### src/rtl/uart_mem_ctrl_if.sv
// uart_mem_ctrl_if: bundles the uart_rx/uart_tx handshakes, the word-RAM
// port and the status flags of uart_mem_ctrl.
//   master : the sequencer (drives tx_*, mem_we/addr/wdata, recv_done, send_done)
//   slave  : the surroundings (uart_rx, uart_tx, RAM, top-level command)
interface uart_mem_ctrl_if #(
  parameter int AW = 9
) ();
  logic          mem2uart;
  logic          rx_dv;
  logic [7:0]    rx_byte;
  logic          tx_dv;
  logic [7:0]    tx_byte;
  logic          tx_active;
  logic          tx_done;
  logic          mem_we;
  logic [AW-1:0] mem_addr;
  logic [31:0]   mem_wdata;
  logic [31:0]   mem_rdata;
  logic          recv_done;
  logic          send_done;

  modport master (
    input  mem2uart, rx_dv, rx_byte, tx_active, tx_done, mem_rdata,
    output tx_dv, tx_byte, mem_we, mem_addr, mem_wdata, recv_done, send_done
  );

  modport slave (
    output mem2uart, rx_dv, rx_byte, tx_active, tx_done, mem_rdata,
    input  tx_dv, tx_byte, mem_we, mem_addr, mem_wdata, recv_done, send_done
  );
endinterface

### src/rtl/uart_mem_ctrl.sv
// uart_mem_ctrl: sequencer between uart_rx, uart_tx and a single-port RAM of
// 32-bit words. Received bytes are packed little-endian into words and
// written to RAM; after mem2uart the RAM is read back and streamed byte by
// byte to uart_tx with a full tx_dv / tx_done handshake.
// Ports:
//   clk  : system clock, rising edge
//   rst  : asynchronous active-high reset
//   bus  : uart_mem_ctrl_if.master (rx strobe/byte, tx strobe/byte/busy/done,
//          RAM we/addr/wdata/rdata, mem2uart command, recv_done/send_done)
module uart_mem_ctrl #(
  parameter int RX_BYTES = 4096,
  parameter int TX_BYTES = 2048,
  parameter int MEM_SIZE = 512,
  parameter int AW       = 9
) (
  input  logic            clk,
  input  logic            rst,
  uart_mem_ctrl_if.master bus
);

  localparam logic [15:0] RX_LAST = 16'(RX_BYTES);
  localparam logic [15:0] TX_LAST = 16'(TX_BYTES);
  localparam logic [16:0] CAP     = 17'(MEM_SIZE * 4);

  typedef enum logic [2:0] {
    S_RECV, S_WAIT_CMD, S_RD_REQ, S_RD_WAIT, S_TX_LOAD, S_TX_WAIT, S_DONE
  } state_t;

  state_t        state_q, state_d;
  logic [15:0]   rx_cnt_q, rx_cnt_d;
  logic [15:0]   tx_cnt_q, tx_cnt_d;
  logic [31:0]   pack_q, pack_d;
  logic [31:0]   sreg_q, sreg_d;
  logic          tx_dv_q, tx_dv_d;
  logic [7:0]    tx_byte_q, tx_byte_d;
  logic          mem_we_q, mem_we_d;
  logic [AW-1:0] mem_addr_q, mem_addr_d;
  logic [31:0]   mem_wdata_q, mem_wdata_d;
  logic          recv_done_q, recv_done_d;
  logic          send_done_q, send_done_d;

  logic [15:0]   rx_cnt_inc, tx_cnt_inc;
  logic [1:0]    lane;
  logic [31:0]   packed_word;
  logic          in_cap;

  always_comb begin
    rx_cnt_inc  = rx_cnt_q + 16'd1;
    tx_cnt_inc  = tx_cnt_q + 16'd1;
    lane        = rx_cnt_q[1:0];
    in_cap      = {1'b0, rx_cnt_q} < CAP;
    // Lane 0 starts a fresh word, so upper lanes are zero until filled; this
    // also provides the zero padding of a trailing partial word.
    packed_word = ((lane == 2'd0) ? 32'h0 : pack_q)
                | (32'(bus.rx_byte) << {lane, 3'b000});

    state_d     = state_q;
    rx_cnt_d    = rx_cnt_q;
    tx_cnt_d    = tx_cnt_q;
    pack_d      = pack_q;
    sreg_d      = sreg_q;
    tx_dv_d     = 1'b0;
    tx_byte_d   = tx_byte_q;
    mem_we_d    = 1'b0;
    mem_addr_d  = mem_addr_q;
    mem_wdata_d = mem_wdata_q;
    recv_done_d = recv_done_q;
    send_done_d = send_done_q;

    case (state_q)
      S_RECV: begin
        if (bus.rx_dv) begin
          rx_cnt_d = rx_cnt_inc;
          pack_d   = packed_word;
          // Bytes past RAM capacity are counted but never written.
          if (in_cap && (lane == 2'd3 || rx_cnt_inc == RX_LAST)) begin
            mem_we_d    = 1'b1;
            mem_addr_d  = rx_cnt_q[AW+1:2];
            mem_wdata_d = packed_word;
          end
          if (rx_cnt_inc == RX_LAST) begin
            state_d     = S_WAIT_CMD;
            recv_done_d = 1'b1;
          end
        end
      end
      S_WAIT_CMD: begin
        if (bus.mem2uart) begin
          state_d    = S_RD_REQ;
          mem_addr_d = tx_cnt_q[AW+1:2];
        end
      end
      S_RD_REQ:  state_d = S_RD_WAIT;
      S_RD_WAIT: begin
        sreg_d  = bus.mem_rdata;
        state_d = S_TX_LOAD;
      end
      S_TX_LOAD: begin
        if (!bus.tx_active) begin
          tx_dv_d   = 1'b1;
          tx_byte_d = sreg_q[7:0];
          state_d   = S_TX_WAIT;
        end
      end
      S_TX_WAIT: begin
        if (bus.tx_done) begin
          tx_cnt_d = tx_cnt_inc;
          sreg_d   = {8'h00, sreg_q[31:8]};
          if (tx_cnt_inc == TX_LAST) begin
            state_d     = S_DONE;
            send_done_d = 1'b1;
          end else if (tx_cnt_inc[1:0] == 2'd0) begin
            state_d    = S_RD_REQ;
            mem_addr_d = tx_cnt_inc[AW+1:2];
          end else begin
            state_d = S_TX_LOAD;
          end
        end
      end
      S_DONE:  state_d = S_DONE;
      default: state_d = S_RECV;
    endcase
  end

  always_ff @(posedge clk or posedge rst) begin
    if (rst) begin
      state_q     <= S_RECV;
      rx_cnt_q    <= '0;
      tx_cnt_q    <= '0;
      tx_dv_q     <= 1'b0;
      tx_byte_q   <= '0;
      mem_we_q    <= 1'b0;
      mem_addr_q  <= '0;
      mem_wdata_q <= '0;
      recv_done_q <= 1'b0;
      send_done_q <= 1'b0;
    end else begin
      state_q     <= state_d;
      rx_cnt_q    <= rx_cnt_d;
      tx_cnt_q    <= tx_cnt_d;
      tx_dv_q     <= tx_dv_d;
      tx_byte_q   <= tx_byte_d;
      mem_we_q    <= mem_we_d;
      mem_addr_q  <= mem_addr_d;
      mem_wdata_q <= mem_wdata_d;
      recv_done_q <= recv_done_d;
      send_done_q <= send_done_d;
    end
  end

  // Byte packer and transmit shift register carry data only.
  always_ff @(posedge clk) begin
    pack_q <= pack_d;
    sreg_q <= sreg_d;
  end

  assign bus.tx_dv     = tx_dv_q;
  assign bus.tx_byte   = tx_byte_q;
  assign bus.mem_we    = mem_we_q;
  assign bus.mem_addr  = mem_addr_q;
  assign bus.mem_wdata = mem_wdata_q;
  assign bus.recv_done = recv_done_q;
  assign bus.send_done = send_done_q;

endmodule

### src/flat_wrapper.sv
// flat-port wrapper written by rule: the top's interface ports become plain ports
module uart_mem_ctrl_flat 
#(
  parameter int RX_BYTES = 4096,
  parameter int TX_BYTES = 2048,
  parameter int MEM_SIZE = 512,
  parameter int AW       = 9
)
  (clk, rst, bus_mem2uart, bus_rx_dv, bus_rx_byte, bus_tx_active, bus_tx_done, bus_mem_rdata, bus_tx_dv, bus_tx_byte, bus_mem_we, bus_mem_addr, bus_mem_wdata, bus_recv_done, bus_send_done);
  uart_mem_ctrl_if #(.AW(AW)) bus_i ();
  input  logic clk;
  input  logic rst;
  input wire logic [$bits(bus_i.mem2uart)-1:0] bus_mem2uart;
  input wire logic [$bits(bus_i.rx_dv)-1:0] bus_rx_dv;
  input wire logic [$bits(bus_i.rx_byte)-1:0] bus_rx_byte;
  input wire logic [$bits(bus_i.tx_active)-1:0] bus_tx_active;
  input wire logic [$bits(bus_i.tx_done)-1:0] bus_tx_done;
  input wire logic [$bits(bus_i.mem_rdata)-1:0] bus_mem_rdata;
  output wire logic [$bits(bus_i.tx_dv)-1:0] bus_tx_dv;
  output wire logic [$bits(bus_i.tx_byte)-1:0] bus_tx_byte;
  output wire logic [$bits(bus_i.mem_we)-1:0] bus_mem_we;
  output wire logic [$bits(bus_i.mem_addr)-1:0] bus_mem_addr;
  output wire logic [$bits(bus_i.mem_wdata)-1:0] bus_mem_wdata;
  output wire logic [$bits(bus_i.recv_done)-1:0] bus_recv_done;
  output wire logic [$bits(bus_i.send_done)-1:0] bus_send_done;
  assign bus_i.mem2uart = bus_mem2uart;
  assign bus_i.rx_dv = bus_rx_dv;
  assign bus_i.rx_byte = bus_rx_byte;
  assign bus_i.tx_active = bus_tx_active;
  assign bus_i.tx_done = bus_tx_done;
  assign bus_i.mem_rdata = bus_mem_rdata;
  assign bus_tx_dv = bus_i.tx_dv;
  assign bus_tx_byte = bus_i.tx_byte;
  assign bus_mem_we = bus_i.mem_we;
  assign bus_mem_addr = bus_i.mem_addr;
  assign bus_mem_wdata = bus_i.mem_wdata;
  assign bus_recv_done = bus_i.recv_done;
  assign bus_send_done = bus_i.send_done;
  uart_mem_ctrl #(.RX_BYTES(RX_BYTES), .TX_BYTES(TX_BYTES), .MEM_SIZE(MEM_SIZE), .AW(AW)) u_core (.clk(clk), .rst(rst), .bus(bus_i));
endmodule
### config.mk
export PLATFORM = sky130hd
export DESIGN_NAME = uart_mem_ctrl_flat
export DESIGN_NICKNAME = d
export VERILOG_FILES = /design/src/rtl/uart_mem_ctrl_if.sv /design/src/rtl/uart_mem_ctrl.sv /design/src/flat_wrapper.sv
export SDC_FILE = /design/constraint.sdc
export NUM_CORES = 1
export LEC_CHECK = 0
export ABC_AREA = 1
export CORE_UTILIZATION = 50
export CTS_CLUSTER_DIAMETER = 30
export DETAILED_ROUTE_END_ITERATION = 12
export PLACE_DENSITY = 0.77
export SLEW_MARGIN = 15
export SYNTH_ARGS = -nofsm -noshare
export SYNTH_HDL_FRONTEND = slang
export SYNTH_SLANG_ARGS = --single-unit
### constraint.sdc
create_clock -name clk -period 4.3 [get_ports clk]
set_clock_uncertainty 0.2 [all_clocks]
set_input_delay 0.645 -clock clk [delete_from_list [all_inputs] [get_ports clk]]
set_output_delay 0.645 -clock clk [all_outputs]
set_load 0.01 [all_outputs]
==> impl_metrics.yaml <==
timing:
  final-setup-viol-count: 0
  post-route-period-util: 0.669
  slew_headroom: 0.305
  fin_tns_setup_ns: 0
  hold_viol: 0
  tightest_slew_ns: 1.04
  rsz0062_at_grt: "no"
  slew_viol_final: 0
  post-route-min-period_ns: 2.88
  fmax_ghz: 0.347
synth:
  synthArstFlopShare: 0.579
  synth-edff-count: 64
  seq_area_frac_synth: 0.563
  synth_cells: 810
  netlist_area_mm2: 0.00732
  yosys-top-cells-count: "277 x nand2_1, 100 x inv_1, 88 x dfrtp_1"
  syn_nets: 860
  synth.area.top_cells: "dfrtp_1 30%, edfxtp_1 26%, nand2_1 14%, inv_1 5.1%, mux2_2 4.9%"
  synth.top_cell.area_share: 0.301
  avgSynthCellArea_um2: 9.04
  dominantRegCellSynth: "dfrtp_1"
  ys_ff_latch: 152
  synth_area_leader_cell: "dfrtp_1"
  ys_types: 38
  yosysWarnings: 0
  synth.most_common_cell: "nand2_1"
floorplanning:
  ios: 99
  dieArea_mm2: 0.0151
  core_area_mm2: 0.0141
  row_count: 43
  die_w_um: 123
  die_h_um: 123
  start_util: 0.519
worst_setup_path:
  crit_arrival_ns: 3.04
  crit_type: "reg -> reg"
  start_kind: "flop"
  end_kind: "flop"
  cp.required_ns: 4.46
  crit_path_max_fanout: 21
  worst_r2r_path_depth: 15
pwr:
  swShare: 0.366
  power_leakage_nw: 4.13
  netSwitchingPower_w: 0.00234
  finalPower_w: 0.00639
  power_density_mw_per_mm2: 701
  peakVddDrop_mv: 0.447
  power_frac_seq: 0.391
  clock_power_share: 0.247
  combPwrFrac: 0.361
  intPower_w: 0.00405
drt:
  routed_wl_um: 15700
  drt-initial-drc-count: 419
  ant_nets: 0
  avgViaCountPerCell: 5.15
  drc: 0
  firstDrtPassIters: 5
  wire_per_inst_um: 14.2
  vias: 5689
clocking:
  clkTransAtPathRegs_ns: 0.06
  root_buffer: "clkbuf_16"
  cts_resized: 0
  h-tree-depth: 4
  hold_buffers: 0
  cts_buffers: 17
  cts_buffer_depth: 2
  clkLatencyLatePin_ns: 0.42
  cts_setup_buffers: 0
  cts_tree: "yes"
  cts.sinks: 152
worst_hold_path:
  hold_depth: 2
  hold_path.class: "reg -> reg"
global_routing:
  grt_max_degree: 57
  grt_pass1_vias: 5407
  grt.overflow.total: 0
  antenna_found_initial: 0
  grt.total_usage: 0.224
  grt_pass1_wl_um: 26200
status:
  outcome: "completed"
layout:
  nNetsFinal: 961
  antenna_cells: 0
  drive_above_1_share: 0.118
  area.growth.synth_to_final_pct: 24.5
  fin_util: 0.647
job:
  drv_cap: 0
place:
  gp_congestion: 0.839
  dp_hpwl_um: 10700
  portBuffers: 98
==> sequential cells by signal, indices dropped and copies added (netlist names) <==
| signal | flops |
|---|---|
| u_core.bus.mem_we | 1 |
| u_core.bus.mem_addr | 9 |
| u_core.sreg_q | 32 |
| u_core.bus.tx_byte | 8 |
| u_core.pack_q | 32 |
| u_core.bus.recv_done | 1 |
| u_core.bus.tx_dv | 1 |
| u_core.bus.send_done | 1 |
| u_core.bus.mem_wdata | 32 |
| u_core.state_q | 3 |
| u_core.rx_cnt_q | 16 |
| u_core.tx_cnt_q | 16 |
==> worst paths after layout <==
| kind | from | to | slack (ns) |
|---|---|---|---|
| hold / removal | u_core.sreg_q[3]$_DFFE_PP_ | u_core.bus.tx_byte[3]$_DFFE_PP0P_ | 0.24 |
| max in group asynchronous | rst | u_core.tx_cnt_q[5]$_DFFE_PP0P_ | 2.73 |
| setup reg to reg | u_core.rx_cnt_q[1]$_DFFE_PP0P_ | u_core.state_q[2]$_DFFE_PP0P_ | 1.42 |
| hold reg to reg | u_core.sreg_q[3]$_DFFE_PP_ | u_core.bus.tx_byte[3]$_DFFE_PP0P_ | 0.24 |
| min in group asynchronous | rst | u_core.bus.mem_wdata[5]$_DFFE_PP0P_ | 0.47 |
| setup / recovery | u_core.rx_cnt_q[1]$_DFFE_PP0P_ | u_core.state_q[2]$_DFFE_PP0P_ | 1.42 |
==> per-layer routing <==
layer / global-route usage / part of all wire
met4: 0.0572 / 0.013
met5: 0 / 0
met3: 0.0558 / 0.053
met2: 0.359 / 0.48
met1: 0.305 / 0.45
==> cell families (layout without fill, tap and decap cells) <==
kind of cell	count (synthesis)	after routing	synth area share
muxes	32	32	0.0492
DFF	152	152	0.563
adders and majority gates	4	4	0.00684
xor gates and xnor gates	5	5	0.00598
AOI/OAI and AO/OA	90	90	0.0704
buffers and inverters	129	243	0.0697
and+or+nand+nor	398	398	0.234
==> critical path, cell delays in order, from the launching register on <==
cell and delay (ns):
dfrtp_1 0.86, ha_1 0.42, nand3_1 0.16, nor2_4 0.22, nand2_1 0.07, nand2_1 0.06
nand2_1 0.07, nor2_1 0.10, nand2_1 0.06, nor2_1 0.11, nand2_1 0.10, nand2_1 0.09
nand2_1 0.09, nor2_1 0.09, nand2_1 0.05, nand2_1 0.04
==> placed cells by master, fill, tap and decap left out, types with 2 or more instances in the layout <==
cell and count:
o21ai_0 32, inv_4 2, o21ai_1 3, nand2_1 277
nor2_4 9, clkinv_2 3, edfxtp_1 64, a21oi_1 8
o22ai_1 40, o21bai_1 2, nor2_1 41, inv_2 4
clkdlybuf4s50_1 98, nor2_2 5, inv_1 99, nand2_2 13
mux2_2 32, nand3_1 37, clkbuf_16 17, xor2_1 4
clkinv_4 3, nand4_1 9, ha_1 3, bufinv_16 4
clkinvlp_4 2, buf_4 6, dfrtp_1 88
==> power groups by stage <==
stage	combinational, W	clock [W]	sequential [W]
2_1_floorplan	0.00147	0	0.00248
3_3_place_gp	0.00224	0	0.00250
3_5_place_dp	0.00229	0	0.00252
4_1_cts	0.00232	0.00160	0.00249
5_1_grt	0.00259	0.00166	0.00256
6_report	0.00231	0.00158	0.00250
==> final cells by class <==
| cell class | count | area [um^2] |
|---|---|---|
| multi-input combinational | 529 | 2690 |
| timing repair buffer | 105 | 1050 |
| inverter | 106 | 402 |
| tap | 180 | 225 |
| clock inverter | 14 | 198 |
| clock buffer | 18 | 429 |
| fill | 1154 | 4980 |
| sequential | 152 | 4120 |
==> per-stage QoR <==
stage / hold slack, ns / instances / instance area (um^2) / setup WS, ns
2_1_floorplan: 0.226 / 810 / 7320 / 0.841
3_3_place_gp: 0.229 / 1072 / 8490 / 1.47
3_5_place_dp: 0.237 / 1072 / 8490 / 1.46
4_1_cts: 0.249 / 1104 / 9110 / 1.44
5_1_grt: 0.265 / 1104 / 9110 / 1.15
6_report: 0.244 / 1104 / 9110 / 1.42
No activity file was read; power rests on OpenSTA's default activity.
